`config.mk`:
```
export PLATFORM = sky130hd
export DESIGN_NAME = uart_rxbuf_flat
export DESIGN_NICKNAME = d
export VERILOG_FILES = /design/src/rtl/uart_rxbuf_if.sv /design/src/rtl/uart_rxbuf.sv /design/src/flat_wrapper.sv
export SDC_FILE = /design/constraint.sdc
export NUM_CORES = 1
export LEC_CHECK = 0
export BUFFER_PORTS_ARGS = -buffer_cell sky130_fd_sc_hd__buf_2
export CAP_MARGIN = 15
export CORE_ASPECT_RATIO = 0.5
export CORE_MARGIN = 5
export CORE_UTILIZATION = 45
export CTS_BUF_LIST = sky130_fd_sc_hd__clkbuf_2 sky130_fd_sc_hd__clkbuf_4 sky130_fd_sc_hd__clkbuf_8
export CTS_CLUSTER_DIAMETER = 80
export DETAILED_ROUTE_END_ITERATION = 8
export HOLD_SLACK_MARGIN = 0.08
export PLACE_DENSITY = 0.71
export SYNTH_ARGS = -nofsm -noshare
export SYNTH_HDL_FRONTEND = slang
export SYNTH_SLANG_ARGS = --single-unit
```
`constraint.sdc`:
```
create_clock -name clk -period 3.3 [get_ports clk]
set_input_delay 0.495 -clock clk [delete_from_list [all_inputs] [get_ports clk]]
set_output_delay 0.495 -clock clk [all_outputs]
set_load 0.01 [all_outputs]
```
`src/rtl/uart_rxbuf_if.sv`:
```
// CPU-side bus of the buffered UART receiver: chip select, register select,
// read/write strobe, data in/out and the receive-available flag.
interface uart_rxbuf_if;
  logic       cs;
  logic       a0;
  logic       rnw;
  logic [7:0] din;
  logic [7:0] dout;
  logic       rx_avail;

  modport master (output cs, a0, rnw, din, input dout, rx_avail);
  modport slave  (input cs, a0, rnw, din, output dout, rx_avail);
endinterface

```
`src/rtl/uart_rxbuf.sv`:
```
// 8N1 serial receiver feeding a small byte FIFO, with data and status/control
// registers on the CPU bus.
module uart_rxbuf #(
  parameter int BIT_CYCLES = 217,
  parameter int DEPTH_LOG2 = 3
) (
  input  logic         clk,
  input  logic         reset,
  input  logic         rxd,
  uart_rxbuf_if.slave  bus
);
  localparam int DEPTH = 1 << DEPTH_LOG2;
  localparam int CW    = $clog2(BIT_CYCLES);
  localparam int NW    = DEPTH_LOG2 + 1;
  localparam logic [CW-1:0] HALF_M1 = CW'(BIT_CYCLES / 2 - 1);
  localparam logic [CW-1:0] FULL_M1 = CW'(BIT_CYCLES - 1);

  localparam logic [2:0] IDLE      = 3'd0;
  localparam logic [2:0] START     = 3'd1;
  localparam logic [2:0] DATA      = 3'd2;
  localparam logic [2:0] STOP      = 3'd3;
  localparam logic [2:0] WAIT_HIGH = 3'd4;

  logic          rxm, rxs;
  logic [2:0]    state;
  logic [CW-1:0] bitcnt;
  logic [2:0]    n;
  logic [7:0]    sr;
  logic          push, ferr_set;

  always_ff @(posedge clk) begin
    if (reset) begin
      rxm <= 1'b1;
      rxs <= 1'b1;
    end else begin
      rxm <= rxd;
      rxs <= rxm;
    end
  end

  always_ff @(posedge clk) begin
    if (reset) begin
      state  <= IDLE;
      bitcnt <= '0;
      n      <= '0;
      sr     <= '0;
    end else begin
      case (state)
        IDLE: if (!rxs) begin
          state  <= START;
          bitcnt <= HALF_M1;
        end
        START: if (bitcnt == '0) begin
          if (!rxs) begin
            state  <= DATA;
            bitcnt <= FULL_M1;
            n      <= '0;
          end else begin
            state <= IDLE;
          end
        end else bitcnt <= bitcnt - CW'(1);
        DATA: if (bitcnt == '0) begin
          sr     <= {rxs, sr[7:1]};
          bitcnt <= FULL_M1;
          if (n == 3'd7) state <= STOP;
          else n <= n + 3'd1;
        end else bitcnt <= bitcnt - CW'(1);
        // Leaving at mid-stop-bit leaves half a bit of margin for the next start edge.
        STOP: if (bitcnt == '0) state <= rxs ? IDLE : WAIT_HIGH;
              else bitcnt <= bitcnt - CW'(1);
        WAIT_HIGH: if (rxs) state <= IDLE;
        default: state <= IDLE;
      endcase
    end
  end

  assign push     = (state == STOP) && (bitcnt == '0) &&  rxs;
  assign ferr_set = (state == STOP) && (bitcnt == '0) && !rxs;

  logic [7:0]            mem [DEPTH];
  logic [DEPTH_LOG2-1:0] rptr, wptr;
  logic [NW-1:0]         count, count_nxt;
  logic                  ovr, ferr, rd_q;
  logic                  full, empty, rd_stb, pop, wr, flush;

  assign full   = (count == NW'(DEPTH));
  assign empty  = (count == '0);
  assign rd_stb = bus.cs & bus.rnw & ~bus.a0;
  assign pop    = rd_stb & ~rd_q & ~empty;
  assign flush  = bus.cs & ~bus.rnw & bus.a0 & bus.din[0];
  // A pop in the same cycle frees the slot, so a full FIFO still accepts the push.
  assign wr     = push & (~full | pop);

  always_comb begin
    count_nxt = count;
    if (wr && !pop)      count_nxt = count + NW'(1);
    else if (pop && !wr) count_nxt = count - NW'(1);
  end

  always_ff @(posedge clk) begin
    if (reset) begin
      rptr         <= '0;
      wptr         <= '0;
      count        <= '0;
      ovr          <= 1'b0;
      ferr         <= 1'b0;
      rd_q         <= 1'b0;
      bus.rx_avail <= 1'b0;
    end else begin
      rd_q <= rd_stb;
      if (flush) begin
        rptr         <= '0;
        wptr         <= '0;
        count        <= '0;
        ovr          <= 1'b0;
        ferr         <= 1'b0;
        bus.rx_avail <= 1'b0;
      end else begin
        if (wr)  wptr <= wptr + DEPTH_LOG2'(1);
        if (pop) rptr <= rptr + DEPTH_LOG2'(1);
        count        <= count_nxt;
        bus.rx_avail <= (count_nxt != '0);
        if (push && full && !pop) ovr  <= 1'b1;
        if (ferr_set)             ferr <= 1'b1;
      end
    end
  end

  always_ff @(posedge clk) begin
    if (wr && !flush) mem[wptr] <= sr;
  end

  always_comb begin
    bus.dout = 8'h00;
    if (bus.cs && bus.rnw) begin
      if (bus.a0) bus.dout = {4'b0, ferr, ovr, full, ~empty};
      else if (!empty) bus.dout = mem[rptr];
    end
  end
endmodule

```
`src/flat_wrapper.sv`:
```
// flat-port wrapper written by rule: the top's interface ports become plain ports
module uart_rxbuf_flat 
#(
  parameter int BIT_CYCLES = 217,
  parameter int DEPTH_LOG2 = 3
)
  (clk, reset, rxd, bus_cs, bus_a0, bus_rnw, bus_din, bus_dout, bus_rx_avail);
  uart_rxbuf_if bus_i ();
  input  logic clk;
  input  logic reset;
  input  logic rxd;
  input wire logic [$bits(bus_i.cs)-1:0] bus_cs;
  input wire logic [$bits(bus_i.a0)-1:0] bus_a0;
  input wire logic [$bits(bus_i.rnw)-1:0] bus_rnw;
  input wire logic [$bits(bus_i.din)-1:0] bus_din;
  output wire logic [$bits(bus_i.dout)-1:0] bus_dout;
  output wire logic [$bits(bus_i.rx_avail)-1:0] bus_rx_avail;
  assign bus_i.cs = bus_cs;
  assign bus_i.a0 = bus_a0;
  assign bus_i.rnw = bus_rnw;
  assign bus_i.din = bus_din;
  assign bus_dout = bus_i.dout;
  assign bus_rx_avail = bus_i.rx_avail;
  uart_rxbuf #(.BIT_CYCLES(BIT_CYCLES), .DEPTH_LOG2(DEPTH_LOG2)) u_core (.clk(clk), .reset(reset), .rxd(rxd), .bus(bus_i));
endmodule
```
* Yosys cells after proc, flatten, opt, wreduce, memory -nomap -nowiden *
Memories as Yosys holds them, arrays and structs flattened. A register that Yosys moved wholly into a read port is not among the register bits.
Cells that the tools add are included.

storage, ports and cells
  flip-flop bits (word level) = 38
  bits in writable memories = 64
  input bits = 14
  output and inout bits = 9
  word-level logic and storage cells = 103
  memories = 1

operators by class
  add/subtract/negate cells = 6
  equality and inequality tests = 16
  muxes and demuxes = 29
  bitwise operators = 14
  reductions and logical operators = 24

memories
  name        depth  bits a word  rd ports  clocked after Yosys merged registers in  write ports  RTL line          RTL
  u_core.mem  8      8            1         1                                        1            uart_rxbuf.sv:80  logic [7:0] mem [DEPTH];

operator list
  operator             count
  $mux 8               8
  $mux 3               13
  $pmux 8 s4           1
  $pmux 3 s5           1
  $ne 2x1->1 const B   5
  $add 3x1->3 const B  3
  $logic_and 1x1->1    9
  $and 1x1->1          8
  $logic_not 8->1      1
  $mux 4               2
  $ne 2x2->1 const B   4
  $reduce_bool 4->1    2
  $sub 8x1->8 const B  1
  $eq 3x2->1 const B   2
  $eq 3x3->1 const B   2
  $pmux 3 s2           1
  $reduce_and 6->1     1
  $not 1->1            5
  $reduce_and 5->1     1
  $add 4x1->4 const B  1
  $eq 4x4->1 const B   1
  $logic_not 1->1      4
  $logic_not 4->1      1
  $reduce_and 4->1     1
  10 further kinds     11

* Depth between registers and ports, before layout *
  depth in word-level cells = 11
  mapped depth = 8
  depth with buffers taken out = 7

* Worst setup path before layout *
OpenSTA, ideal clock, no wires.

  path kind = flip-flop to flip-flop
  start = register u_core.bitcnt[0]
  end = memory u_core.mem[0][0], enable pin
  library setup time = 398 ps
  arrival = 2209 ps
  required time = 2902 ps
  setup slack = 693 ps
  stages on the path, launching flop included = 8
  path buffers = 1
  clock period less this slack = 2607 ps
  path through = dfxtp_1 -> inv_1 -> ha_1 -> nor3b_2 -> and3_1 -> buf_6 -> nand2_1 -> nor4b_1

between the ends
  word-level cells in the longest chain between the ends = 7

ends and longest elaborated chain
  item                            RTL line           RTL
  start: declaration              uart_rxbuf.sv:26   logic [CW-1:0] bitcnt;
  start signal: assignment        uart_rxbuf.sv:61   end else bitcnt <= bitcnt - CW'(1);
  start signal: assignment        uart_rxbuf.sv:67   end else bitcnt <= bitcnt - CW'(1);
  start signal: assignment        uart_rxbuf.sv:70   else bitcnt <= bitcnt - CW'(1);
  $logic_not 8->1                 uart_rxbuf.sv:77   assign push = (state == STOP) && (bitcnt == '0) && rxs;
  $logic_and 1x1->1 (2 in a row)  uart_rxbuf.sv:77
  $and 1x1->1                     uart_rxbuf.sv:92   assign wr = push & (~full | pop);
  $logic_and 1x1->1               uart_rxbuf.sv:130  if (wr && !flush) mem[wptr] <= sr;
  $mux 1                          uart_rxbuf.sv:130
  $mux 1 (implied by the code)    uart_rxbuf.sv:130
  end: declaration                uart_rxbuf.sv:80

No other way between the ends.

==> results by group <==
Outcome
  • Run status: complete, no violations

Clocking
  • Clk_lat worst skew: 380 ps
  • Post-cts resize count: 0
  • CTS tree: done
  • Clock sink count: 105
  • Hold buffer count at cts: 0
  • Num CTS Buffers: 9
  • Root Driver: clkbuf_8
  • Setup repair bufs after CTS: 0
  • Clk buf depth: 2
  • CTS H-Tree Depth: 3
  • Worst-path clk slew: around 100 ps

Synthesis
  • Commonest cells in the synthesized netlist: edfxtp_1 (64), dfxtp_1 (41), nor2_1 (36)
  • Top cell type's share of synthesized area: 41.9%
  • Synth area leader: edfxtp_1
  • Yosys reg bits: 105
  • Mapped Area: 4590 um2
  • Post-Syn Nets: around 390
  • Main synth FF type: edfxtp_1
  • Synthesis Warnings: 0
  • Asr flop ratio synth: 0%
  • Seq/Total Area, Yosys: 59.8%
  • Synth top area cells: edfxtp_1 (42%), dfxtp_1 (18%), mux4_2 (7.9%)
  • Synth Instances: 365
  • Syn avg cell area: 12.6 um2
  • Count leader, synth: edfxtp_1
  • Cell variety after synth: 59
  • Post-synth EDFFs: between 60 and 70

Finish
  • Antenna Cells: 0
  • Final net count: 408
  • Fin util: between 50% and 60%
  • Area grow syn2layout: 10.9%
  • Share of layout cells above drive strength 1: 19.7%

Worst setup path
  • Crit end category: output port
  • CP Launch Type: register
  • CP max FO: 10
  • Critical Path AT: 2350 ps
  • Crit Path Category: reg -> out
  • WP data required: 2800 ps

STA
  • Max-slew headroom: 59.5%
  • Final worst-path cycle share: 86.4%
  • Final setup viols: 0
  • RSZ-0062 raised after global routing: no
  • Setup Total Neg Slack: 0 ps
  • Fmax: 351 MHz
  • Post-Route Skew: 14.2 ps
  • Max-slew violations: 0
  • Tmin final: 2850 ps
  • Tightest Pin Transition: 607 ps
  • Worst Setup Slack, final: 450 ps
  • Hold_ws: 312 ps
  • Fin. Hold Viols: 0

Route
  • Via count: between 2000 and 3000
  • DRT iter0 DRCs: between 150 and 200
  • Total wire length: roughly 8.6 mm
  • Drt drc: 0
  • Drt via density: between 5 and 6
  • First-pass DRT Iterations: 5
  • Antenna-violating nets left: 0
  • Wire per inst: 16.2 um

Floorplanning
  • Horiz. Die Dim: 153 um
  • Core Rows: 26
  • Die Ht: 81.4 um
  • Initial Utilization: 45.5%
  • Core Region: 10100 um2
  • Die Area: 12400 um2
  • I/O pin count: 23

Placed design
  • Final GP Congestion: 0.783
  • IO Port Bufs: 15
  • Dpl ws: 767 ps
  • Dpl hpwl: 5.84 mm

Pwr
  • Pwr/cell area: 472 nW/um2
  • VDD IR max: 0.250 mV
  • Comb pwr share: 6.6%
  • Switching power: 0.585 mW
  • Clock Power Share: 35.0%
  • Switch share: 24.4%
  • Final Power: 2.40 mW
  • Internal power: approximately 1.8 mW
  • Reg power frac: 58.4%
  • Pleak: 1.71 nW

Hold path
  • Worst Hold Class: in -> reg

Flow run
  • Max-cap violation count: 0

Global routing
  • Number of global-route vias before repair: 2768
  • GRT overflow: 0
  • Initial antenna violation count: 0
  • Gr usage total: 14.9%
  • Global-route wire length before repair: roughly 14 mm
  • Largest net degree at the start of global routing: 30
-- layout make-up --
type	count	area (um2)
clock buffers	9	124
clock inverters	7	93.8
fillers	854	5000
inverters	5	18.8
multi-input cells	237	1760
flip-flops and latches	105	2740
well taps	140	175
repair buffers	28	173
-- registers in the layout, summed over array words and instances (netlist names), named ones only --
| name | cells |
|---|---|
| u_core.wptr | 3 |
| u_core.n | 3 |
| u_core.rxs | 1 |
| u_core.rd_q | 1 |
| u_core.bus.rx_avail | 1 |
| u_core.rptr | 3 |
| u_core.rxm | 1 |
| u_core.count | 4 |
| u_core.mem | 64 |
| u_core.state | 3 |
| u_core.sr | 8 |
| u_core.bitcnt | 8 |
| u_core.ferr | 1 |
| u_core.ovr | 1 |
-- routing by layer --
metal	vias up	track usage, %	routed length, um
li1	1426	-	-
met1	1418	19.3	4070
met2	49	25.6	4170
met3	9	3.73	266
met4	0	4.00	121
met5	-	0	0
-- placed cells by master, fill, tap and decap left out, types with 4 or more instances in the layout --
cell type / Yosys / final
edfxtp_1: 64 / 64
dfxtp_1: 41 / 41
nor2_1: 36 / 36
nand2_1: 26 / 26
a21oi_1: 25 / 25
nand3_1: 19 / 19
mux4_2: 16 / 16
buf_2: 6 / 15
buf_4: 0 / 13
mux2i_1: 12 / 12
nor3_1: 12 / 12
clkbuf_8: 0 / 9
o21ai_0: 8 / 8
ha_1: 8 / 8
inv_1: 5 / 5
or3_1: 4 / 4
a211oi_1: 4 / 4
nand3b_1: 4 / 4
-- worst max-delay path: stages (launching register included) --
cell and delay, ps:
dfxtp_1 720, mux4_2 580, nor2b_1 150, a211oi_1 330, nor2_1 60, buf_2 140
-- path summary, 6_finish.rpt --
| path | start | slack, ps | endpoint | cells past startpoint |
|---|---|---|---|---|
| worst max-delay path | register | 450 | bus_dout[0] | 5 |
| worst min-delay path | rxd | 310 | u_core.rxm | 2 |
| worst max register to register | u_core.bitcnt[0] | 720 | u_core.bus.rx_avail | 7 |
| worst min register to register | u_core.rxm | 420 | u_core.rxs | 1 |
-- power groups by stage --
stage	registers, mW	clock network (mW)	logic (mW)
global route	1.40	0.924	0.177
floorplan	1.43	0	0.122
detailed placement	1.43	0	0.155
CTS	1.40	0.859	0.156
global placement	1.43	0	0.153
finish	1.40	0.840	0.158
-- through the flow --
stage               area, um2  instances
floorplan                4590        365
global placement         4870        515
detailed placement       4870        515
CTS                      5090        531
global route             5090        531
finish                   5090        531
-- kinds of logic (layout without fill, tap and decap cells) --
family / count (synthesis) / in the layout / synth area share (%)
DFF: 105 / 105 / 59.8
and+or+nand+nor: 134 / 134 / 15.5
xor gates and xnor gates: 5 / 5 / 0.955
AOI/OAI and AO/OA: 58 / 58 / 7.83
muxes: 31 / 31 / 11.3
buffers and inverters: 23 / 49 / 2.24
adders and majority gates: 9 / 9 / 2.40
Power figures use the tool's default switching activity.
